$ cat src/rtl/pdp8_pkg.sv
// PDP-8 shared widths and arbiter types. ADDR_WIDTH/DATA_WIDTH may be pre-defined by the build.
`ifndef ADDR_WIDTH
`define ADDR_WIDTH 12
`endif
`ifndef DATA_WIDTH
`define DATA_WIDTH 12
`endif

package pdp8_pkg;

    localparam int PDP8_ADDR_W    = `ADDR_WIDTH;
    localparam int PDP8_DATA_W    = `DATA_WIDTH;
    localparam int MEM_RD_LAT_MAX = 4;

    typedef enum logic [1:0] {
        ARB_IDLE,
        ARB_ISSUE,
        ARB_WAIT,
        ARB_ACK
    } arb_state_e;

    typedef enum logic {
        ARB_IFU,
        ARB_EXE
    } arb_id_e;

endpackage

$ cat src/rtl/pdp8_arb_pick.sv
// Combinational winner select between IFU and EXE.
// MEM_ARB_RR_EN selects round-robin; otherwise EXE has fixed priority over IFU.
module pdp8_arb_pick
    import pdp8_pkg::*;
(
    input  logic    ifu_req,
    input  logic    exe_req,
`ifdef MEM_ARB_RR_EN
    input  arb_id_e last_id,
`endif
    output logic    grant,
    output arb_id_e grant_id
);

    always_comb begin
        grant    = ifu_req | exe_req;
        grant_id = ARB_EXE;
`ifdef MEM_ARB_RR_EN
        // On a tie the unit that was not served last goes first.
        if (ifu_req && exe_req)
            grant_id = (last_id == ARB_EXE) ? ARB_IFU : ARB_EXE;
        else if (ifu_req)
            grant_id = ARB_IFU;
`else
        if (ifu_req && !exe_req)
            grant_id = ARB_IFU;
`endif
    end

endmodule

$ cat src/rtl/pdp8_mem_arbiter.sv
// Single-port PDP-8 memory arbiter between IFU (read) and EXE (read/write), one transaction at a time.
// Define MEM_ARB_RR_EN for round-robin arbitration instead of fixed EXE>IFU priority.
module pdp8_mem_arbiter
    import pdp8_pkg::*;
#(
    parameter int ADDR_W = PDP8_ADDR_W,
    parameter int DATA_W = PDP8_DATA_W,
    parameter int RD_LAT = 1
) (
    input  logic              clk,
    input  logic              reset_n,
    input  logic              ifu_rd_req,
    input  logic [ADDR_W-1:0] ifu_rd_addr,
    output logic              ifu_ack,
    output logic [DATA_W-1:0] ifu_rd_data,
    input  logic              exe_rd_req,
    input  logic              exe_wr_req,
    input  logic [ADDR_W-1:0] exe_addr,
    input  logic [DATA_W-1:0] exe_wr_data,
    output logic              exe_ack,
    output logic [DATA_W-1:0] exe_rd_data,
    output logic              mem_rd_req,
    output logic [ADDR_W-1:0] mem_rd_addr,
    input  logic [DATA_W-1:0] mem_rd_data,
    output logic              mem_wr_req,
    output logic [ADDR_W-1:0] mem_wr_addr,
    output logic [DATA_W-1:0] mem_wr_data,
    output logic              protocol_err
);

    localparam int               CNT_W     = $clog2(MEM_RD_LAT_MAX);
    localparam logic [CNT_W-1:0] WAIT_INIT = CNT_W'(RD_LAT - 2);

    arb_state_e        state;
    arb_id_e           lat_id;
    logic              lat_wr;
    logic [CNT_W-1:0]  wait_cnt;
    logic [DATA_W-1:0] ifu_hold;
    logic [DATA_W-1:0] exe_hold;
    logic              exe_req;
    logic              grant;
    arb_id_e           grant_id;

    assign exe_req = exe_rd_req | exe_wr_req;

`ifdef MEM_ARB_RR_EN
    arb_id_e last_id;

    always_ff @(posedge clk or posedge reset_n) begin
        if (reset_n)
            last_id <= ARB_EXE;
        else if (state == ARB_IDLE && grant)
            last_id <= grant_id;
    end

    pdp8_arb_pick u_pick (
        .ifu_req  (ifu_rd_req),
        .exe_req  (exe_req),
        .last_id  (last_id),
        .grant    (grant),
        .grant_id (grant_id)
    );
`else
    pdp8_arb_pick u_pick (
        .ifu_req  (ifu_rd_req),
        .exe_req  (exe_req),
        .grant    (grant),
        .grant_id (grant_id)
    );
`endif

    // NOTE: state and outputs update with <= so every branch sees pre-edge values; the
    // asynchronous reset is on the rising edge of reset_n because this codebase's reset is active-high.
    always_ff @(posedge clk or posedge reset_n) begin
        if (reset_n) begin
            state        <= ARB_IDLE;
            lat_id       <= ARB_IFU;
            lat_wr       <= 1'b0;
            wait_cnt     <= '0;
            ifu_hold     <= '0;
            exe_hold     <= '0;
            ifu_ack      <= 1'b0;
            exe_ack      <= 1'b0;
            mem_rd_req   <= 1'b0;
            mem_rd_addr  <= '0;
            mem_wr_req   <= 1'b0;
            mem_wr_addr  <= '0;
            mem_wr_data  <= '0;
            protocol_err <= 1'b0;
        end else begin
            if (exe_rd_req && exe_wr_req)
                protocol_err <= 1'b1;

            case (state)
                ARB_IDLE: begin
                    if (grant) begin
                        lat_id <= grant_id;
                        state  <= ARB_ISSUE;
                        if (grant_id == ARB_EXE) begin
                            // A simultaneous read and write resolves to the write.
                            lat_wr     <= exe_wr_req;
                            mem_rd_req <= ~exe_wr_req;
                            mem_wr_req <= exe_wr_req;
                            if (exe_wr_req) begin
                                mem_wr_addr <= exe_addr;
                                mem_wr_data <= exe_wr_data;
                            end else begin
                                mem_rd_addr <= exe_addr;
                            end
                        end else begin
                            lat_wr      <= 1'b0;
                            mem_rd_req  <= 1'b1;
                            mem_rd_addr <= ifu_rd_addr;
                        end
                    end
                end

                ARB_ISSUE: begin
                    mem_rd_req <= 1'b0;
                    mem_wr_req <= 1'b0;
                    wait_cnt   <= WAIT_INIT;
                    if (lat_wr || RD_LAT == 1) begin
                        state   <= ARB_ACK;
                        ifu_ack <= (lat_id == ARB_IFU);
                        exe_ack <= (lat_id == ARB_EXE);
                    end else begin
                        state <= ARB_WAIT;
                    end
                end

                ARB_WAIT: begin
                    if (wait_cnt == '0) begin
                        state   <= ARB_ACK;
                        ifu_ack <= (lat_id == ARB_IFU);
                        exe_ack <= (lat_id == ARB_EXE);
                    end else begin
                        wait_cnt <= wait_cnt - CNT_W'(1);
                    end
                end

                ARB_ACK: begin
                    ifu_ack <= 1'b0;
                    exe_ack <= 1'b0;
                    state   <= ARB_IDLE;
                    if (!lat_wr) begin
                        if (lat_id == ARB_IFU)
                            ifu_hold <= mem_rd_data;
                        else
                            exe_hold <= mem_rd_data;
                    end
                end

                default: state <= ARB_IDLE;
            endcase
        end
    end

    // Memory data is only valid during the ACK cycle, so it is forwarded then and held afterwards.
    assign ifu_rd_data = ifu_ack             ? mem_rd_data : ifu_hold;
    assign exe_rd_data = (exe_ack && !lat_wr) ? mem_rd_data : exe_hold;

endmodule

$ cat config.mk
export PLATFORM = sky130hd
export DESIGN_NAME = pdp8_mem_arbiter
export DESIGN_NICKNAME = d
export VERILOG_FILES = /design/src/rtl/pdp8_pkg.sv /design/src/rtl/pdp8_arb_pick.sv /design/src/rtl/pdp8_mem_arbiter.sv
export SDC_FILE = /design/constraint.sdc
export NUM_CORES = 1
export LEC_CHECK = 0
export CORE_MARGIN = 1
export CORE_UTILIZATION = 48
export DETAILED_ROUTE_END_ITERATION = 8
export PLACE_DENSITY = 0.85
export SLEW_MARGIN = 10
export SYNTH_ARGS = -nofsm -noshare
export SYNTH_HDL_FRONTEND = slang
export SYNTH_SLANG_ARGS = --single-unit
$ cat constraint.sdc
create_clock -name clk -period 6.9 [get_ports clk]
set_clock_uncertainty 0.2 [all_clocks]
set_input_delay 1.38 -clock clk [delete_from_list [all_inputs] [get_ports clk]]
set_output_delay 1.38 -clock clk [all_outputs]
set_load 0.02 [all_outputs]
# == Word level (Yosys, flattened, before mapping) ==
# Index checks and enable logic that the tools add are counted.
# classes
n_addsub,1
n_eq_ne,8
muxes,21
bitwise_logic,6
n_reduce_logical,20
# op_table
cell,n
$mux W12,4
$reduce_and A3 Y1,4
$reduce_and A2 Y1,5
$mux W1,8
$ne A2 B2 Y1 const B,4
$pmux W2 S4,1
$mux W2,3
$pmux W1 S3,2
$eq A2 B2 Y1 const B,2
$logic_not A2 Y1,2
$not A1 Y1,4
$pmux W1 S2,2
$pmux W2 S2,1
$reduce_and A4 Y1,1
$reduce_bool A2 Y1,2
$logic_and A1 B1 Y1,3
$reduce_bool A3 Y1,1
$eq A2 B1 Y1 const B,1
$logic_not A1 Y1,2
$ne A2 B1 Y1 const B,1
$or A1 B1 Y1,2
$sub A2 B1 Y2 const B,1
# word_totals
reg_bits,71
input_bits,53
out_inout_bits,65
wordCells,70

# == Logic depth before layout (Yosys ltp) ==
# Gate-level depths: netlist of the first run.
# logic_depth
word_depth,6
ltp_mapped,6

# == Modules after synthesis ==
# A second synthesis of the first run with hierarchy kept.
# unflattened
cells_unflattened,230
area_unflattened_um2,3413.3
# by_module_without_submodules
module,n_inst,cells_per_inst,area_each_um2,seq_area_each_um2
pdp8_mem_arbiter,1,228,3400.8,1776.7
pdp8_arb_pick,1,2,12.5,0.0

# == Least setup slack after synthesis of the first run ==
# No wires, ideal clock.
# synth_path
path_type,input to output
startpoint,input port mem_rd_data[0]
endpoint,output port ifu_rd_data[0]
arrival_time_ps,1685
t_required_ps,5320
path_slack_ps,3635
cell_stages,1
path_buffers,0
cell_sequence,mux2_2
# synth_between
elab_chain_cells,1
# synth_rtl
element,line_no,text
start: declaration,pdp8_mem_arbiter.sv:24,"input logic [DATA_W-1:0] mem_rd_data,"
$mux W12,pdp8_mem_arbiter.sv:159,assign ifu_rd_data = ifu_ack ? mem_rd_data : ifu_hold;
end: declaration,pdp8_mem_arbiter.sv:15,"output logic [DATA_W-1:0] ifu_rd_data,"
# No other way between the ends.

# == Worst setup path after layout of the first run ==
# layout_path
startpoint,input port mem_rd_data[6]
endpoint,output port ifu_rd_data[6]
# Same word-level chain as after synthesis.

==> flow_results.org, run 1 <==
** Run status
- Outcome :: finished with violations
- The checks that failed: design-rule violations.

** GRT
- Number of global-route vias before repair :: 2,552
- Summed over all layers, the global routing overflow is 0.
- Number of antenna violations at the first check in global routing :: 0
- In the global route stage, overall resource usage came out at 22.1%.
- Entering global routing, the biggest net connects between 70 and 80 pins.
- First-pass GRT wire length :: approximately 12 mm

** Route
- Drt pass-1 iters :: 9
- Met2 WL post-DR :: around 3.4 mm
- Total number of vias :: 2,406
- Detailed route wirelength on metal3 :: 700 um
- Antenna Violating Nets Remaining :: 0
- DRC violation count after routing :: 7
- Iteration-0 DRC Markers :: 91
- Met1 wire length :: 3.05 mm
- Dividing the detail-routed wire length by the instance count gives 16.2 um.
- Top metal layer carrying routed signals :: met4
- Wires add up to approximately 7.3 mm.
- Using the TritonRoute via totals, the vias-per-cell ratio works out to ~5.3.

** Clock network
- Counting every sink on the clock net gives 71.
- Root buf cell :: sky130_fd_sc_hd__clkbuf_8
- TritonCTS built the clock tree.
- Buffer levels on the longest clock path :: 2
- The H-tree was split into 3 levels.
- Clock-pin slew was measured on the worst setup and hold paths at 0.07 ns.
- After clock tree synthesis, the flow added hold-fix buffers numbering 0.
- Buffers inserted during post-CTS setup optimization :: 0
- For the worst-skew pair, the clock arrives at the later sink with an insertion delay of about 0.34 ns.
- Counting the buffers created by CTS gives 9.
- The number of gates resized after CTS was 0.

** Logic synthesis
- Number of nets in the synthesized netlist :: 315
- For this run, the leading register cell type out of synthesis is sky130_fd_sc_hd__dfrtp_1.
- Fraction of the yosys area taken by sequential cells :: 54.4%
- Averaged over all synthesized cells, the footprint is about 13 um2.
- After synthesis the cells add up to 3270 um2.
- Top cells by count, synth :: sky130_fd_sc_hd__mux2_2, sky130_fd_sc_hd__dfrtp_1, sky130_fd_sc_hd__nand2_1
- The synthesized design contains between 70 and 80 register bits.
- Area share of the largest cell type after synthesis :: about 54%
- Synth top area cells :: sky130_fd_sc_hd__dfrtp_1, sky130_fd_sc_hd__mux2_2, sky130_fd_sc_hd__nand2_1
- Synthesis handed over a netlist of 255 instances.
- EDFF count, synth :: 0
- Asr flop ratio synth :: 100%
- The biggest area contributor in the post-synthesis netlist is sky130_fd_sc_hd__dfrtp_1.
- By instance count, the leading cell after synthesis is sky130_fd_sc_hd__mux2_2.
- Count of unique library cells instantiated by Yosys :: 31
- Count of synthesis-stage warnings from yosys :: 0

** Timing
- Fin crit share :: 62.0%
- Measured slew at the worst slew-check pin :: about 0.99 ns
- The hold violation count in the final report is 0.
- In this run the tightest slew margin relative to its limit is 33.6%.
- Setup TNS :: 0 ns
- Slew Viols, Final :: 0
- Unrepaired setup endpoints after global routing :: no
- Least setup slack across all paths after layout :: 2.62 ns
- For this run, the top clock speed supported by timing is 234 MHz.
- Final period demand of the worst path :: about 4.3 ns
- Final setup violation count :: 0

** Die
- For this design the top-level I/O count stands at 118.
- Die W :: 84.5 um
- In this run the core area contains 29 standard-cell rows.
- Vertical extent of the die :: between 80 and 90 um
- Starting density of the core :: 50.6%
- The die covers 7140 um2.
- Core area :: 6460 um2

** Power and ir drop
- Switching power :: 0.000844 W
- For this design the static power due to leakage is 1.96 nW.
- PD cells :: 500 nW/um2
- The clock network accounts for 15.3% of the total power.
- Of the total power, registers draw 32.1%.
- In this run, the combinational gates consume 52.6% of the power.
- The internal portion of the total power is 0.00148 W.
- IR analysis of the VDD net gives a maximum drop of 0.292 mV.
- Switching share of total power :: about 36%

** Cells and area
- Fill cell total of the finished layout :: 451
- In the final layout, the multi-input gates occupy 1370 um2.
- Share of cells above drive strength 1 :: 25.6%
- From synthesis to final layout, the design area changed by 42.8%.
- Summing all flip-flop and latch instances after layout gives 1780 um2.
- Layout net count :: 430
- The number of antenna diodes in the final layout is 0.
- Non-Filler Cell Area, Final :: between 4000 and 5000 um2

** Hold path
- The worst hold path belongs to the class register to register.
- Along the worst hold path, the cell count comes to 1.

** Setup path
- The worst setup path is captured at an output port.
- Critical path data arrival time :: 2.70 ns
- Most Frequent Cell on Critical Path :: sky130_fd_sc_hd__clkdlybuf4s50_1
- STA classifies the critical path startpoint as an input pin.
- Peak per-stage delay on the critical path :: 0.62 ns
- The slowest stage of the critical path is the sky130_fd_sc_hd__clkdlybuf4s50_1 cell.
- For the worst setup path, the data required time is 5.32 ns.
- The setup path with the least slack is of type input pin to output port.
- Worst Path Max Fanout :: 4
- Cell-by-cell listing of the critical path :: clkdlybuf4s50_1, mux2_2, clkdlybuf4s50_1
- Cells on worst reg2reg path :: 5

** Placed design
- Placer congestion estimate :: 0.743
- After legalization and detailed placement, the total HPWL measured around 5 mm.
- Placement Setup Slack :: 2.63 ns
- Once placement finished, the instance area stood at 4450 um2.
- Input and output buffers added on the ports amount to 117.

** Job
- Max Cap Viol :: 0
-- per-layer routing --
layer	global-route usage, %	vias up
li1	-	1131
met4	10.2	0
met2	34.5	101
met5	0	-
met1	27.4	1161
met3	8.36	13
-- final timing paths --
check | startpoint | end | slack (ns)
min in group asynchronous | reset_n | ifu_hold[8]$_DFFE_PP0P_ | 1.43
setup / recovery | mem_rd_data[6] | ifu_rd_data[6] | 2.62
max in group asynchronous | reset_n | mem_wr_addr[0]$_DFFE_PP0P_ | 4.50
hold reg to reg | protocol_err$_DFFE_PP0P_ | protocol_err$_DFFE_PP0P_ | 0.27
setup reg to reg | state[0]$_DFFE_PP0P_ | state[1]$_DFFE_PP0P_ | 4.57
hold / removal | protocol_err$_DFFE_PP0P_ | protocol_err$_DFFE_PP0P_ | 0.27
-- cell usage in the layout, fill, tap and decap left out, types with 2 or more instances in the layout --
cell type / instances
sky130_fd_sc_hd__a21oi_1: 14
sky130_fd_sc_hd__a31oi_1: 12
sky130_fd_sc_hd__bufinv_16: 2
sky130_fd_sc_hd__clkbuf_8: 9
sky130_fd_sc_hd__clkdlybuf4s50_1: 117
sky130_fd_sc_hd__clkinv_2: 2
sky130_fd_sc_hd__clkinvlp_4: 2
sky130_fd_sc_hd__dfrtp_1: 71
sky130_fd_sc_hd__ha_1: 7
sky130_fd_sc_hd__inv_1: 6
sky130_fd_sc_hd__mux2_2: 72
sky130_fd_sc_hd__nand2_1: 30
sky130_fd_sc_hd__nor2b_1: 2
sky130_fd_sc_hd__nor3_1: 2
sky130_fd_sc_hd__nor3b_2: 2
sky130_fd_sc_hd__o21ai_0: 5
sky130_fd_sc_hd__o41ai_1: 2
-- power groups by stage --
| stage | Clock [W] | Sequential, W | Combinational (W) |
|---|---|---|---|
| finish | 0.000355 | 0.000748 | 0.00123 |
| global route | 0.000380 | 0.000777 | 0.00131 |
| CTS | 0.000365 | 0.000749 | 0.00124 |
| detailed placement | 0 | 0.000752 | 0.00123 |
| global placement | 0 | 0.000738 | 0.00121 |
| floorplan | 0 | 0.000867 | 0.000585 |
-- sequential cells by signal (all words and copies together) (netlist names) --
| signal | flops |
|---|---|
| mem_wr_addr | 12 |
| exe_hold | 12 |
| mem_wr_req | 1 |
| mem_rd_addr | 12 |
| mem_wr_data | 12 |
| protocol_err | 1 |
| state | 2 |
| mem_rd_req | 1 |
| ifu_hold | 12 |
| lat_id | 1 |
| exe_ack | 1 |
| ifu_ack | 1 |
| wait_cnt | 2 |
| lat_wr | 1 |
-- through the flow --
step                      power, W  std cells  hold WS [ns]  util (%)
final                      0.00233        452         0.266      72.2
after global routing       0.00246        452         0.304      72.2
after CTS                  0.00235        452         0.267      72.2
after detailed placement   0.00198        436         0.246      68.9
after global placement     0.00195        436         0.239      68.9
after floorplan            0.00145        255         0.245         -
-- critical path, delay by kind of cell --
family,cells,cell delay (ns)
buffers and inverters,2,1.15
muxes,1,0.17
-- logic make-up (layout without fill, tap and decap cells) --
logic type      Yosys count  in the layout  share of synthesized area (%)
fa+ha+maj                 7              7                           2.68
compound gates           38             38                           7.01
simple gates             44             44                           6.74
flops                    71             71                           54.4
mux                      74             74                           25.6
buf+inv                  21            141                           3.56
-- final cells by class --
class	instances	share of cell area [%]
well taps	77	2.07
multi-input cells	163	29.4
flip-flops and latches	71	38.1
clock buffers	10	2.74
repair buffers	118	25.3
clock inverters	6	1.82
inverters	7	0.563
No activity file was read; power rests on OpenSTA's default activity.
==> run 2: changes to the inputs <==
CORE_UTILIZATION = 40   (was 48)
PLACE_DENSITY = 0.76   (was 0.85)
clock period = 3.7 ns   (was 6.9 ns; I/O delays follow)
==> run 2 against run 1 <==
The run now ends clean. Critical path depth stayed put. Clock-buffer cell count grew 2. Via count fell by 0.17%. Total power increased by 84%.
==> flow_results.org, run 2 (synthesis gave the netlist of run 1 again) <==
** GRT
- The overall routing resource usage came to 18.6% (-3.5 points).
- The initial antenna violation count is 0 (unchanged).
- Global-route congestion overflow total :: 0 (unchanged)
- The via count of the first global-routing pass came to 2,458 (-3.7%).
- The maximum number of pins on one net before global-route repair is 39 (-46%).
- The wire length of the first global-routing pass is 12.2 mm (-0.74%).

** Route
- Drt pass-1 iters :: 4 (-5)
- The total number of vias came to 2,402 (-0.17%).
- Antenna Violating Nets Remaining :: 0 (unchanged)
- Iteration-0 DRC Markers :: 74 (-19%)
- The detailed-route wire length per cell was 15.5 um (-4.0%).
- The routed wire length came to 7.42 mm (+1.3%).
- DRC violation count after routing :: 0 (-7)
- Vias per std cell :: 5.04 (-5.4%)

** Cells and area
- The total of fill cells in the finished design is 653 (+45%).
- Leading cell types in the layout, fill and taps excluded :: sky130_fd_sc_hd__clkdlybuf4s50_1, sky130_fd_sc_hd__mux2_2, sky130_fd_sc_hd__dfrtp_1
- The final design utilization was 60.2% (-12 points).
- The library cell used most frequently in the layout, excluding fill and tap cells, is sky130_fd_sc_hd__clkdlybuf4s50_1.
- Layout net count :: 431 (+0.23%)
- Layout overhead on the synthesized area :: 43.9%
- The total inserted antenna cells came to 0 (unchanged).
- The share of cells above drive strength 1 came to 25.6% (unchanged).

** Power and ir drop
- The leakage power summed over all cells is 1.97 nW (+0.31%).
- The largest voltage drop on the vdd net is 0.414 mV (+42%).
- The ratio of total power to cell area was 914 nW/um2 (+83%).

** Placed design
- Placer congestion estimate :: 0.724 (-2.6%)
- The count of buffers inserted at the top-level ports came to 117 (unchanged).
- Placement Setup Slack :: 0.700 ns (-1.93 ns)
- DP Wirelength :: 5.28 mm (+5.1%)

** Timing
- Final setup violation count :: 0 (unchanged)
- The final-report max-slew violation count was 0 (unchanged).
- Final period demand of the worst path :: 3.18 ns
- Rel. slew slack :: 33.4% (-0.17 points)
- Derived from the worst setup path, the maximum achievable clock frequency is 315 MHz.
- Post-Route Hold Slack :: 0.259 ns (-0.00745 ns)
- The worst path uses 85.8% of the clock period.
- Setup repair after global routing left no endpoint under its margin.
- The worst-case setup margin in the final layout was 0.525 ns (-2.10 ns).
- Setup TNS :: 0 ns (unchanged)
- Measured slew at the worst slew-check pin :: 0.994 ns (+0.00249 ns)
- The hold violation count in the final report was 0 (unchanged).

** Die
- DIE AREA :: 8530 um2 (+20%)
- The count of boundary I/O pins came to 118 (unchanged).
- Die W :: 92.4 um (+9.3%)
- Number of rows in the core area :: 32 (+10%)
- The starting density of the core is 41.8% (-8.7 points).
- Vertical extent of the die :: 92.4 um (+9.3%)
- The core footprint came to 7810 um2 (+21%).

** Clock network
- Deepest level of the CTS H-tree :: 3 (unchanged)
- Count of hold-fix buffers inserted at cts :: 0 (unchanged)
- Root buf cell :: sky130_fd_sc_hd__clkbuf_8
- Quantity of gates resized following cts :: 0 (unchanged)
- TritonCTS built the clock tree.
- The number of sinks on the clock net was 71 (unchanged).
- Clock latency of the later-clocked register in the worst-skew pair :: 0.34 ns (about the same)
- Clock Pin Slew Worst Setup and Hold Paths :: 0.07 ns (about the same)
- Number of buffers inserted during clock tree synthesis :: 9 (unchanged)
- The maximum clock path buffer count came to 2 (unchanged).
- The number of buffers added for setup after CTS is 0 (unchanged).

** Setup path
- Worst path required time :: 2.76 ns (-2.56 ns)
- Worst setup EP type :: output port
- The critical path in this run is classified as register to output port.
- The data arrival time of the worst path was 2.24 ns (-0.46 ns).
- Worst Path Max Fanout :: 12 (+8)
- STA classifies the critical path startpoint as a register.

** Run status
- Outcome :: finished, final reports clean

** Job
- Max Cap Viol :: 0 (unchanged)

** Hold path
- The path class of the tightest hold or removal check is register to register.
-- run 2: cell types whose count changed in the layout (fill, tap and decap cells not counted) --
| cell | delta |
|---|---|
| sky130_fd_sc_hd__clkinvlp_4 | -1 |
| sky130_fd_sc_hd__clkinv_2 | -1 |
| sky130_fd_sc_hd__clkbuf_8 | +2 |
| sky130_fd_sc_hd__buf_12 | +1 |
| sky130_fd_sc_hd__bufinv_16 | -1 |
-- run 2: power breakdown --
group / total (W) / switching, W / internal [W]
registers: 0.00139 / 0.000228 / 0.00116
logic: 0.00229 / 0.00105 / 0.00123
clock network: 0.000615 / 0.000272 / 0.000344
-- run 2: final timing paths --
path | startpoint | endpoint | slack (ns) | cells past startpoint
worst max-delay path | lat_wr$_DFFE_PP0P_ | exe_rd_data[6] | 0.52 | 3
max in group asynchronous | reset_n | state[1]$_DFFE_PP0P_ | 2.00 | 3
worst max register to register | state[1]$_DFFE_PP0P_ | ifu_hold[6]$_DFFE_PP0P_ | 1.46 | 3
worst min-delay path | protocol_err$_DFFE_PP0P_ | protocol_err$_DFFE_PP0P_ | 0.26 | 1
min in group asynchronous | reset_n | exe_hold[4]$_DFFE_PP0P_ | 0.64 | 2
worst min register to register | protocol_err$_DFFE_PP0P_ | protocol_err$_DFFE_PP0P_ | 0.26 | 1
-- run 2: routing by layer --
metal / track usage (%) / wire (um)
met1: 21.1 / 3080
met2: 31.0 / 3510
met3: 7.14 / 684
met4: 7.94 / 143
met5: 0 / 0
-- run 2: final cells by class --
class / instances / area, um2 / area share (%)
inverter: 7 / 26.3 / 0.559
clock inverter: 3 / 42.5 / 0.905
clock buffer: 12 / 155 / 3.30
sequential: 71 / 1780 / 37.8
multi-input combinational: 163 / 1370 / 29.2
timing repair buffer: 119 / 1200 / 25.5
tap: 102 / 128 / 2.72
-- run 2: critical path, cell delays in order, from the launching register on --
cell,delay [ns]
sky130_fd_sc_hd__dfrtp_1,0.40
sky130_fd_sc_hd__nand2b_1,0.54
sky130_fd_sc_hd__mux2_2,0.40
sky130_fd_sc_hd__clkdlybuf4s50_1,0.56
-- run 2: stage by stage --
stage               instance area (um2)  instances  total power, W
detailed placement                 4500        462         0.00371
floorplan                          3270        255         0.00271
global route                       4700        477         0.00455
global placement                   4500        462         0.00365
CTS                                4700        477         0.00434
finish                             4700        477         0.00429
